===== config.mk =====
export PLATFORM = sky130hd
export DESIGN_NAME = sync_fifo_ctrl
export DESIGN_NICKNAME = d
export VERILOG_FILES = /design/src/rtl/sync_fifo_ctrl.sv
export SDC_FILE = /design/constraint.sdc
export NUM_CORES = 1
export LEC_CHECK = 0
export BUFFER_PORTS_ARGS = -buffer_cell sky130_fd_sc_hd__buf_2
export CORE_UTILIZATION = 47
export DETAILED_ROUTE_END_ITERATION = 12
export GPL_TIMING_DRIVEN = 0
export PLACE_DENSITY = 0.85
export SYNTH_ARGS = -nofsm -noshare
export SYNTH_HDL_FRONTEND = slang
export SYNTH_SLANG_ARGS = --single-unit
export TNS_END_PERCENT = 100

===== constraint.sdc =====
create_clock -name clk -period 1.53 [get_ports clk]
set_input_delay 0.0765 -clock clk [delete_from_list [all_inputs] [get_ports clk]]
set_output_delay 0.0765 -clock clk [all_outputs]
set_load 0.02 [all_outputs]

===== src/rtl/sync_fifo_ctrl.sv =====
// Single-clock FIFO controller for an external dual-port RAM.
// Owns the binary read/write pointers and publishes registered Gray-coded
// copies for a later dual-clock variant. Status flags, occupancy and the
// error pulses are all registered on the same edge as the pointers.
module sync_fifo_ctrl #(
    parameter int ADDR_WIDTH      = 4,
    parameter int ALMOST_FULL_TH  = 14,
    parameter int ALMOST_EMPTY_TH = 2
) (
    input  logic                  clk,
    input  logic                  rst,
    input  logic                  wr_en,
    input  logic                  rd_en,
    output logic                  mem_we,
    output logic [ADDR_WIDTH-1:0] mem_waddr,
    output logic                  mem_re,
    output logic [ADDR_WIDTH-1:0] mem_raddr,
    output logic [ADDR_WIDTH:0]   wr_ptr_gray,
    output logic [ADDR_WIDTH:0]   rd_ptr_gray,
    output logic                  full,
    output logic                  empty,
    output logic                  almost_full,
    output logic                  almost_empty,
    output logic [ADDR_WIDTH:0]   count,
    output logic                  overflow,
    output logic                  underflow
);

    localparam int PW = ADDR_WIDTH + 1;
    localparam logic [PW-1:0] AF_TH = PW'(ALMOST_FULL_TH);
    localparam logic [PW-1:0] AE_TH = PW'(ALMOST_EMPTY_TH);

    logic [PW-1:0] wr_ptr, rd_ptr;
    logic [PW-1:0] wr_ptr_next, rd_ptr_next, count_next;
    logic          push, pop;
    logic          full_next, empty_next;

    // Acceptance looks only at the registered flags, so a pop never frees
    // room for a same-cycle push (and vice versa).
    assign push      = wr_en & ~full;
    assign pop       = rd_en & ~empty;
    assign mem_we    = push;
    assign mem_re    = pop;
    assign mem_waddr = wr_ptr[ADDR_WIDTH-1:0];
    assign mem_raddr = rd_ptr[ADDR_WIDTH-1:0];

    // Next-state pointers, occupancy and the flags derived from them.
    always_comb begin
        wr_ptr_next = wr_ptr;
        rd_ptr_next = rd_ptr;
        count_next  = count;
        if (push) begin
            wr_ptr_next = wr_ptr + 1'b1;
        end
        if (pop) begin
            rd_ptr_next = rd_ptr + 1'b1;
        end
        if (push && !pop) begin
            count_next = count + 1'b1;
        end else if (pop && !push) begin
            count_next = count - 1'b1;
        end
        full_next  = (wr_ptr_next[ADDR_WIDTH-1:0] == rd_ptr_next[ADDR_WIDTH-1:0]) &&
                     (wr_ptr_next[ADDR_WIDTH] != rd_ptr_next[ADDR_WIDTH]);
        empty_next = (wr_ptr_next == rd_ptr_next);
    end

    // Register pointers, Gray copies, flags and error pulses together so
    // status has zero lag relative to the pointers.
    always_ff @(posedge clk) begin
        if (rst) begin
            wr_ptr       <= '0;
            rd_ptr       <= '0;
            wr_ptr_gray  <= '0;
            rd_ptr_gray  <= '0;
            count        <= '0;
            full         <= 1'b0;
            empty        <= 1'b1;
            almost_full  <= 1'b0;
            almost_empty <= 1'b1;
            overflow     <= 1'b0;
            underflow    <= 1'b0;
        end else begin
            wr_ptr       <= wr_ptr_next;
            rd_ptr       <= rd_ptr_next;
            wr_ptr_gray  <= wr_ptr_next ^ (wr_ptr_next >> 1);
            rd_ptr_gray  <= rd_ptr_next ^ (rd_ptr_next >> 1);
            count        <= count_next;
            full         <= full_next;
            empty        <= empty_next;
            almost_full  <= (count_next >= AF_TH);
            almost_empty <= (count_next <= AE_TH);
            overflow     <= wr_en & full;
            underflow    <= rd_en & empty;
        end
    end

endmodule


Word level (Yosys, flattened, before mapping). Index checks and enable logic that the tools add are counted.

Input bits: 4. Flip-flop bits (word level): 31. Word-level logic and storage cells: 37. Output and inout port bits: 31.

Reductions and logical operators: 5. Mux-type cells: 4. Bitwise logic cells: 8. Add/sub/neg operators: 4. Magnitude comparators: 2. Equal/unequal tests: 3.

Operators with widths (number): 5-bit two-way mux (4); 5-bit by 1-bit adder with 5-bit output, second input constant (3); 5-bit by 4-bit XOR with 5-bit output (2); 5-bit equality test (1); 5-bit by 4-bit >= comparator with 1-bit output, second input constant (1); 5-bit by 2-bit less-or-equal comparator with 1-bit output, second input constant (1); 5-bit by 1-bit subtractor with 5-bit output, second input constant (1); 1-bit bitwise AND (4); 4-bit equality test (1); 1-bit logical AND (3); 1-bit logical NOT (2); 1-bit inverter (2); 1-bit != test (1).

Logic depth before layout (Yosys ltp).
Depth in word-level cells: 7. Depth in mapped cells: 6.

Worst setup path after synthesis. No wires, ideal clock.

Kind: flip-flop to flip-flop. Start: reg rd_ptr[0]. End: reg full. Data arrival time: 1706 ps. Slack: -264 ps. Period minus slack after synthesis: 1794 ps. Required time: 1443 ps. Cell stages (with the launch flop): 7. Library setup time: 87 ps. Path through: dfxtp_1 > ha_1 > nand3b_1 > xor2_1 > xnor2_1 > nand3_1 > nor4b_2.

Word-level cells in the longest chain between the ends: 4. Elaborated cells between the ends (all ways): 5.

RTL lines: start: declaration (RTL line 33) `logic [PW-1:0] wr_ptr, rd_ptr;`; start signal: assignment (RTL line 85) `rd_ptr <= rd_ptr_next;`; 5-bit by 1-bit adder with 5-bit output (RTL line 56) `rd_ptr_next = rd_ptr + 1'b1;`; 5-bit two-way mux * (RTL line 55) `if (pop) begin`; 4-bit equality test or 1-bit != test (tied branches) (RTL line 63, 64); 1-bit logical AND * (RTL line 63) `full_next = (wr_ptr_next[ADDR_WIDTH-1:0] == rd_ptr_next[ADDR_WIDTH-1:0]) &&`; end signal: assignment (RTL line 89) `full <= full_next;`; end: declaration (RTL line 20) `output logic full,`.

Mark *: on every way between the ends. The rest lies on a longest branch, timed or not. A chain may end at the register's enable or synchronous reset.

Worst setup path in the final report.
Start: reg empty. End: reg full.

Word-level cells in the longest chain between the ends: 5. Elaborated cells between the ends (all ways): 6.

RTL lines: start: declaration (RTL line 21) `output logic empty,`; start signal: assignment (RTL line 90) `empty <= empty_next;`; 1-bit inverter * (RTL line 41) `assign pop = rd_en & ~empty;`; 1-bit bitwise AND * (RTL line 41); 5-bit two-way mux * (RTL line 55); 4-bit equality test or 1-bit != test (tied branches) (RTL line 63, 64); 1-bit logical AND * (RTL line 63).

Marked as above.

==> results.toml <==
[status]
status = "finished, violations left"
violations = "setup timing"

[pwr]
switchingPower_mw = 0.764
p_comb_share_pct = 36.2
power_frac_seq_pct = 42.7
netSwitchingFraction_pct = 36.3
clkPwrFrac_pct = 21.1
powerDensity_mw_per_mm2 = 1070
p_int_mw = 1.34
peakVddDrop_mv = 0.983
p_leak_nw = 0.893

[place]
dp.cells = 189
dpl.hpwl_um = 2050
port-buffer-count = 33
dpl-instance-area_sq_mm = 0.00167
gp_congestion = 0.738

[clock_tree]
cts_tree = "yes"
cts_made_buffers = 5
clock_latency_ns = 0.34
clock-sinks = 29
h-tree-depth = 2
clkSlewWorstSetupHoldPaths_ns = 0.10
clk_path_buf_depth = 2
root_buffer = "clkbuf_4"

[sta]
drv_slew = 0
layout_min_cycle_time_ns = 1.53
period_share_pct = 100
fmax_mhz = 652
fin_ws_ns = -0.00264
whs_ns = 0.0634
tightest_slew_ns = 0.513
hold_viol_final = 0
rsz0062_at_grt = "yes"
setup_tns_ns = -0.00264
finalSetupViolCount = 1
timing.slew.headroom_pct = 65.8
fin_skew_ns = 0.0159

[cells_and_area]
layout_commonest_cell = "buf_2"
fin_util_pct = 70.8
fin_cells = 214
finalInstanceArea_sq_mm = 0.00197
nets = 190
syn_to_final_growth_pct = 42.1
drive_above_1_share_pct = 55.2
diodes = 0
final_cell_mix = "buf_2 (33), nor2_1 (22), dfxtp_1 (21)"

[yosys]
ys_ff_latch = 29
synthAdderAreaFrac_pct = 3.61
synth_area_sq_mm = 0.00139
synth-compound-area-share_pct = 7.31
ys_seq_area_share_pct = 41.9
muxShareOfSynthArea_pct = 1.99
synth_edf_count = 0
synth_top_area_share_pct = 41.9
syn_avg_cell_area_sq_um = 11.1
synth_async_sr_flop_share_pct = 0
synth_top_family_by_area = "simple AND/OR/NAND/NOR gates"
synth_simple_gate_area_share_pct = 22.0
synthDistinctLibCells = 38
synth-main-ff-cell = "dfxtp_1"
ys_warn_count = 0
synthCells = 125
synth-xor-area-share_pct = 20.0
yosys-top-cells-area = "dfxtp_1 (42%), xnor2_1 (8.8%), nor2_1 (6.0%)"
syn-num-nets = 133
synth_top_area_cell = "dfxtp_1"

[detailed_routing]
drtIter0Drc = 25
detail_route.wl_per_cell_um = 15.4
detail-route-antenna-nets = 0
vias = 1114
vias_per_cell = 5.21
dr.pass1.iters = 4
drc = 0
wl_um = 3300

[die]
die_y_um = 56.3
die-area_sq_mm = 0.00317
pin_count = 35
dieWidth_um = 56.3
start_util_pct = 49.8
core.rowCount = 19
coreArea_sq_mm = 0.00278

[worst_setup_path]
r2r_slack_ns = -0.003
cp_max_fo = 6
worstPathRequired_ns = 1.79
crit_path_start_kind = "flip-flop"
endpoint_kind = "flip-flop"
crit_type = "flip-flop to flip-flop"
critPathArrivalTime_ns = 1.79

[global_route]
grt_pass1_wl_um = 4800
grt_max_degree = 11
antenna_found_initial = 0
grt_pass1_vias = 1028
grt_use_total_pct = 20.2
overflow = 0

[run]
drv_cap = 0

[min_path]
hold_class = "primary input to flip-flop"
[through the flow]
step / power, mW / setup slack [ns]
global route: 2.22 / -0.0663
floorplan: 1.38 / 0.00224
CTS: 1.99 / 0.00703
detailed placement: 1.52 / -0.131
finish: 2.10 / -0.00264
global placement: 1.50 / -0.0591
[sequential cells by signal (all words and copies together) (netlist names)]
register,cells
count,5
underflow,1
wr_ptr_gray,5
almost_empty,1
full,1
almost_full,1
rd_ptr_gray,5
overflow,1
rd_ptr,4
wr_ptr,4
empty,1
[path summary, 6_finish.rpt]
kind	cells after the start	to	from
setup / recovery	6	full	empty
hold / removal	2	overflow	wr_en
setup reg to reg	6	full	empty
hold reg to reg	1	underflow	empty
[area by class of cell]
| cell class | count | area [sq um] |
|---|---|---|
| fillers | 190 | 812 |
| flip-flops and latches | 29 | 603 |
| multi-input cells | 87 | 930 |
| clock inverters | 2 | 10.0 |
| well taps | 31 | 38.8 |
| inverters | 6 | 42.5 |
| clock buffers | 6 | 41.3 |
| plain buffers | 3 | 11.3 |
| repair buffers | 50 | 293 |
[critical path: stages, from the launching register on]
cell and delay [ns]:
dfxtp_2 0.36, nand2b_4 0.20, clkinv_8 0.11, xnor2_4 0.24
xnor2_2 0.16, nand3_2 0.13, nor4b_2 0.25
[metal layers]
layer	share of wire [%]	vias up	track usage (%)
met4	1.3	0	6.97
li1	-	535	-
met3	5.7	5	7.60
met2	53	37	34.9
met1	40	537	22.9
met5	0	-	0
[Yosys cell counts (all sizes together), types with 3 or more instances]
master and number:
dfxtp 29, ha 4, inv 6, nand2 4, nand3 3, nand4 4, nor2 24, nor3 3
xnor2 15, xor2 9
[cell families (layout without fill, tap and decap cells)]
logic type | after synthesis | after routing
compound gates | 10 | 10
fa+ha+maj | 4 | 4
mux | 2 | 2
simple gates | 47 | 47
flops | 29 | 29
xor+xnor | 24 | 24
buf+inv | 9 | 67
[power by group through the flow]
stage | logic [mW] | registers [mW] | clock network, mW
CTS | 0.644 | 0.895 | 0.450
detailed placement | 0.596 | 0.923 | 0
finish | 0.762 | 0.899 | 0.443
global route | 0.817 | 0.912 | 0.486
floorplan | 0.367 | 1.01 | 0
global placement | 0.579 | 0.918 | 0
[repair_timing]
| action | in CTS | in global routing |
|---|---|---|
| hold buffers | 0 | 0 |
| pin swaps | 4 | 8 |
| gates resized for setup | 7 | 10 |
| buffers inserted | 8 | 9 |
| setup endpoints to repair | 2 | 4 |
No activity file was read; power rests on OpenSTA's default activity.
